[src/rtl/arith_pkg.sv]
// Shared arithmetic constants and helpers for the multiplier, divider and
// averaging controller.
package arith_pkg;

    localparam int N_DEFAULT = 20;

    // Counter width able to hold the values 0..n (n iterations plus idle).
    function automatic int cnt_width(input int n);
        return $clog2(n + 1);
    endfunction

endpackage

[src/rtl/seq_multiplier.sv]
// Iterative unsigned shift-and-add multiplier: one partial product per clock,
// full 2N-bit result, start/ready/done handshake shared with the divider.
module seq_multiplier
    import arith_pkg::*;
#(
    parameter int N = N_DEFAULT
) (
    input  logic           clk,
    input  logic           rst,
    input  logic           start,
    input  logic [N-1:0]   multiplicand,
    input  logic [N-1:0]   multiplier,
    output logic [2*N-1:0] product,
    output logic           ready,
    output logic           done
);

    localparam int CW = cnt_width(N);

    logic [CW-1:0]  cnt_q,    cnt_d;
    logic [2*N-1:0] acc_q,    acc_d;
    logic [N-1:0]   mcand_q,  mcand_d;
    logic [N-1:0]   mplier_q, mplier_d;
    logic           done_q,   done_d;
    logic [N:0]     sum;

    // IDLE is cnt==0; any non-zero count means an operation is in flight.
    always_comb begin
        cnt_d    = cnt_q;
        acc_d    = acc_q;
        mcand_d  = mcand_q;
        mplier_d = mplier_q;
        done_d   = 1'b0;
        sum      = '0;

        if (start) begin
            cnt_d    = CW'(N);
            acc_d    = '0;
            mcand_d  = multiplicand;
            mplier_d = multiplier;
        end else if (cnt_q != '0) begin
            // Keep the carry in sum[N] so all-ones operands cannot overflow.
            sum      = {1'b0, acc_q[2*N-1:N]} + (mplier_q[0] ? {1'b0, mcand_q} : '0);
            acc_d    = {sum, acc_q[N-1:1]};
            mplier_d = mplier_q >> 1;
            cnt_d    = cnt_q - CW'(1);
            done_d   = (cnt_q == CW'(1));
        end
    end

    always_ff @(posedge clk) begin
        if (rst) begin
            cnt_q    <= '0;
            acc_q    <= '0;
            mcand_q  <= '0;
            mplier_q <= '0;
            done_q   <= 1'b0;
        end else begin
            cnt_q    <= cnt_d;
            acc_q    <= acc_d;
            mcand_q  <= mcand_d;
            mplier_q <= mplier_d;
            done_q   <= done_d;
        end
    end

    assign product = acc_q;
    assign ready   = (cnt_q == '0);
    assign done    = done_q;

endmodule

[config.mk]
export PLATFORM = sky130hd
export DESIGN_NAME = seq_multiplier
export DESIGN_NICKNAME = d
export VERILOG_FILES = /design/src/rtl/arith_pkg.sv /design/src/rtl/seq_multiplier.sv
export SDC_FILE = /design/constraint.sdc
export NUM_CORES = 1
export LEC_CHECK = 0
export BUFFER_PORTS_ARGS = -buffer_cell sky130_fd_sc_hd__buf_4
export CAP_MARGIN = 30
export CORE_MARGIN = 2
export CORE_UTILIZATION = 50
export DETAILED_ROUTE_END_ITERATION = 7
export GPL_TIMING_DRIVEN = 0
export PLACE_DENSITY = 0.74
export SYNTH_ARGS = -nofsm -noshare
export SYNTH_HDL_FRONTEND = slang
export SYNTH_SLANG_ARGS = --single-unit
export TNS_END_PERCENT = 5
[constraint.sdc]
create_clock -name clk -period 5.2 [get_ports clk]
set_clock_uncertainty 0.1 [all_clocks]
set_input_delay 0 -clock clk [delete_from_list [all_inputs] [get_ports clk]]
set_output_delay 0 -clock clk [all_outputs]
set_load 0.005 [all_outputs]
==> results of run 1 <==
[power groups by stage]
stage | sequential, W | combinational, W | clock (W)
floorplan | 0.000712 | 0.000136 | 0
global placement | 0.000715 | 0.000210 | 0
detailed placement | 0.000716 | 0.000215 | 0
CTS | 0.000700 | 0.000242 | 0.000464
global route | 0.000704 | 0.000270 | 0.000496
finish | 0.000701 | 0.000245 | 0.000457
[metrics by stage]
stage                     cells  total power, W  instance area [um2]  setup slack (ns)  hold slack [ns]
final                       787         0.00140                 5610              1.99            0.309
after global routing        787         0.00147                 5610              1.75            0.304
after CTS                   787         0.00141                 5610              1.99            0.292
after detailed placement    728        0.000930                 4980              2.02            0.137
after global placement      728        0.000925                 4980              2.02            0.130
after floorplan             541        0.000848                 4240              2.46           0.0408
[timing repair]
action                    in CTS  in global routing
gates resized for setup        0                  0
hold buffers                  43                  0
hold endpoints to repair      42                  0
[worst max-delay path, stage by stage (launching register included)]
cell and delay (ns):
dfxtp_1 0.33, clkbuf_1 0.22, and2_1 0.22, ha_1 0.20, fa_1 0.43, a211oi_1 0.33, o21bai_1 0.20, a221oi_1 0.48
nand3b_1 0.20, and3_1 0.16, o31ai_1 0.06, and2_1 0.17
[Yosys cell counts, types with 6 or more instances]
cell type | number | area (um2)
a21oi_1 | 83 | 415
and2_1 | 24 | 150
and3_1 | 6 | 37.5
clkbuf_1 | 25 | 93.8
dfxtp_1 | 86 | 1720
ha_1 | 22 | 275
mux2i_1 | 21 | 210
nand2_1 | 112 | 420
nand3_1 | 9 | 45.0
nor2_1 | 58 | 218
o21ai_0 | 16 | 80.1
xnor2_1 | 12 | 105
[cells by family after synthesis]
group | synth area share
and+or+nand+nor | 0.236
AOI/OAI and AO/OA | 0.175
DFF | 0.406
buffers and inverters | 0.0319
adders and majority gates | 0.0697
muxes | 0.0496
xor gates and xnor gates | 0.0310
[registers in the layout (all words and copies together) (netlist names)]
register	cells
cnt_q	5
mplier_q	20
mcand_q	20
done	1
product	40
[how the worst max path moves through the flow]
stage,start,end,cells after the start
final,mplier_q[0],product[37],11
after floorplan,mplier_q[0],product[37],11
after global placement,mplier_q[0],product[37],11
after detailed placement,mplier_q[0],product[37],11
after CTS,mplier_q[0],product[37],11
after global routing,mplier_q[0],product[37],11
[routing by layer]
layer  part of all wire  vias up  wire length (um)
met5                  0        -                 0
met4              0.018        0               200
met3              0.046       18               504
met2               0.49      103              5460
met1               0.44     1958              4910
li1                   -     2105                 -
[layout make-up]
| cell class | instances | area (um2) |
|---|---|---|
| fillers | 702 | 2610 |
| repair buffers | 125 | 1050 |
| well taps | 105 | 131 |
| flip-flops and latches | 86 | 1720 |
| clock buffers | 11 | 151 |
| clock inverters | 5 | 41.3 |
| plain buffers | 30 | 113 |
| multi-input cells | 419 | 2380 |
| inverters | 6 | 22.5 |
==> flow_summary.yaml, run 1 <==
worst_setup_path:
  r2r_start: "mplier_q[0]"
  end_kind: "flop"
  worstPathRequired_ns: 5.36
  start_kind: "flop"
  cp.arrival_ns: 3.38
  r2r_setup_slack_ns: 1.99
  r2r_end: "product[37]"
  worstRegToRegCells: 11
  critPathMaxFanout: 10
  crit_type: "flop to flop"
final_layout:
  fin_nets: 743
  fin_util: 0.682
  drive_gt1_frac: 0.150
  final_cell_mix: "112 x nand2_1, 86 x dfxtp_1, 83 x a21oi_1"
  n_antenna_cell: 0
  final_common_cell: "nand2_1"
  area_growth_pct: 32.3
sta:
  slew_viol_final: 0
  hold_viol: 0
  rsz0062_at_grt: "false"
  period_share: 0.617
  min_period_ns: 3.21
  max_slew_margin: 0.482
  setup_tns_ns: 0
  worstMarginPinSlew_ns: 0.777
  max_freq_mhz: 311
  finalSetupViolCount: 0
power_and_ir_drop:
  power.net_switching_w: 0.000416
  p_leak_nw: 2.38
  p_int_w: 0.000988
  ir_drop_v: 0.000160
  powerDensity_nw_per_um2: 250
  p_comb_frac: 0.175
  sw_frac_of_total: 0.296
  clockPowerShare: 0.326
  sequentialPowerShare: 0.499
place:
  port_buffers: 82
  gp_congestion: 0.893
  dp_hpwl_um: 7740
detailed_routing:
  drt_wl_total_um: 11100
  wire_per_inst_um: 14.1
  num_vias: 4184
  via_per_inst: 5.32
  route.detailed.drc: 0
  ant_nets: 0
  dr.first_iter.drc_count: 179
  drt-pass1-iter-count: 4
die:
  die_h_um: 96.1
  initial_core_util: 0.516
  io_pins: 85
  die-width_um: 96.1
  coreArea_um2: 8220
  dieArea_um2: 9230
  row_count: 33
logic_synthesis:
  netlist_area_um2: 4240
  synth_nets: 607
  synthesis.instances: 541
  synthFlopType: "dfxtp_1"
  synth_edf_count: 0
  postSynthAreaPerCell_um2: 7.83
  synth-async-reset-ratio: 0
  synth_cell_type_count: 42
  ys_ff_latch: 86
  ys_seq_area_frac: 0.406
  yosysWarnings: 0
clock_tree:
  cts_tree: "done"
  cts_sinks: 86
  post_cts_buffers: 0
  clk_latency_ns: 0.36
  clockBufferDepth: 2
  cts_root_buf: "clkbuf_8"
  h-tree-depth: 3
  clkSlewWorstSetupHoldPaths_ns: 0.09
  cts_made_buffers: 9
global_route:
  grt_max_degree: 16
  met2_usage: 0.411
  gr-usage-met1: 0.310
  grt.total_usage: 0.245
  grt_overflow: 0
  use_met3: 0.0407
  antenna_found_initial: 0
  top_usage_layer: "met2"
  grt_pass1_vias: 3944
  grt_pass1_wl_um: 17600
min_path:
  min_to: "mplier_q[14]"
  min_from: "multiplier[14]"
  hold_depth: 4
  hp-class: "input pin to flop"
run:
  maxCapViolCount: 0
outcome:
  status: "finished clean"
(Power assumes the default switching activity.)
==> run 2: changes to the inputs <==
PLACE_DENSITY = 0.76   (was 0.74)
clock period = 2.6 ns   (was 5.2 ns; I/O delays follow)
==> flow_summary.yaml, run 2 (synthesized netlist as in run 1, its figures left out) <==
detailed_routing:
  drt-pass1-iter-count: 5
  wire_per_inst_um: 14.6
  route.detailed.drc: 0
  dr.first_iter.drc_count: 269
  num_vias: 4367
  via_per_inst: 5.43
  ant_nets: 0
  drt_wl_total_um: 11700
min_path:
  min_to: "mplier_q[3]"
  min_from: "rst"
  hold_depth: 3
  hp-class: "input pin to flop"
power_and_ir_drop:
  power.net_switching_w: 0.000802
  powerDensity_nw_per_um2: 469
  p_int_w: 0.00195
  sequentialPowerShare: 0.510
  p_leak_nw: 2.48
  p_comb_frac: 0.181
  clockPowerShare: 0.309
  finalPower_w: 0.00275
  ir_drop_v: 0.000290
  sw_frac_of_total: 0.291
die:
  die-width_um: 96.1
  io_pins: 85
  row_count: 33
  dieArea_um2: 9230
  initial_core_util: 0.516
  die_h_um: 96.1
  coreArea_um2: 8220
sta:
  max_freq_mhz: 360
  rsz0062_at_grt: "true"
  holdWs_ns: 0.167
  min_period_ns: 2.78
  hold_viol: 0
  worstMarginPinSlew_ns: 0.717
  finalSetupViolCount: 6
  slew_viol_final: 0
  worst_slack_ns: -0.175
  max_slew_margin: 0.522
  period_share: 1.07
worst_setup_path:
  r2r_end: "product[29]"
  start_kind: "flop"
  r2r_start: "mplier_q[0]"
  r2r_setup_slack_ns: -0.18
  worstRegToRegCells: 12
  cp.arrival_ns: 2.96
  worstPathRequired_ns: 2.79
  crit_type: "flop to flop"
  end_kind: "flop"
  critPathMaxFanout: 8
global_route:
  grt_pass1_wl_um: 18600
  antenna_found_initial: 0
  grt_overflow: 0
  grt_max_degree: 15
  grt_pass1_vias: 4045
  grt.total_usage: 0.256
clock_tree:
  clkSlewWorstSetupHoldPaths_ns: 0.09
  clk_latency_ns: 0.35
  cts_tree: "done"
  h-tree-depth: 3
  cts_root_buf: "clkbuf_8"
  cts_made_buffers: 9
  clockBufferDepth: 2
  cts_sinks: 86
place:
  place_ws_ns: -0.468
  port_buffers: 82
  postPlaceCellArea_um2: 4990
  dp_hpwl_um: 7700
  gp_congestion: 0.903
final_layout:
  area_growth_pct: 38.5
  largest_reg_flops: 40
  final_cell_mix: "112 x nand2_1, 98 x buf_4, 85 x dfxtp_1"
  fin_nets: 760
  drive_gt1_frac: 0.205
  finalInstanceArea_um2: 5870
  n_antenna_cell: 0
  final_common_cell: "nand2_1"
  fin_util: 0.714
outcome:
  failed_checks: "negative setup slack"
  status: "finished, violations left"
run:
  maxCapViolCount: 0
run 2: worst max path at each step:
stage | from | end | cells after the start
after floorplan | mplier_q[0] | product[37] | 11
after global placement | mplier_q[0] | product[33] | 11
after detailed placement | mplier_q[0] | product[33] | 11
after CTS | mplier_q[0] | product[37] | 11
after global routing | mplier_q[0] | product[29] | 12
final | mplier_q[0] | product[29] | 12
run 2: power by group through the flow:
stage	Sequential, W	Clock, W	Combinational, W
2_1_floorplan	0.00142	0	0.000272
3_3_place_gp	0.00143	0	0.000416
3_5_place_dp	0.00143	0	0.000424
4_1_cts	0.00140	0.000870	0.000486
5_1_grt	0.00141	0.000917	0.000548
6_report	0.00140	0.000851	0.000499
run 2: cell type report:
type	count	area, um2
inverter	6	22.5
tap	105	131
sequential	86	1730
multi-input combinational	419	2500
timing repair buffer	142	1180
clock inverter	5	33.8
buffer	30	134
fill	647	2350
clock buffer	11	141
run 2: what timing repair did:
item | 4_1_cts | 5_1_grt
gates resized for setup | 17 | 16
hold buffers | 43 | 0
endpoints found under the hold margin | 42 | 0
pin swaps | 16 | 7
buffers inserted | 14 | 3
endpoints found under the setup margin | 13 | 19
run 2: metrics by stage:
| step | instances | TNS (ns) |
|---|---|---|
| detailed placement | 728 | -2.58 |
| global route | 804 | -1.97 |
| finish | 804 | -0.466 |
| CTS | 801 | -0.00619 |
| floorplan | 541 | 0 |
| global placement | 728 | -2.39 |
run 2: critical path: stages (launching register included):
cell and delay (ns):
dfxtp_4 0.37, buf_8 0.13, and2_4 0.14, ha_4 0.16, fa_2 0.36, a211oi_2 0.29
o21bai_2 0.15, a221oi_2 0.32, buf_4 0.19, o21ai_1 0.08, xor2_1 0.17, nand2_1 0.11
a21oi_2 0.16
run 2: metal layers:
metal | track usage | wire [um] | vias up | part of all wire
met5 | 0 | 0 | - | 0
met4 | 0.107 | 327 | 0 | 0.028
met3 | 0.0446 | 660 | 33 | 0.056
met2 | 0.449 | 5920 | 165 | 0.51
met1 | 0.308 | 4810 | 2026 | 0.41
li1 | - | - | 2143 | -
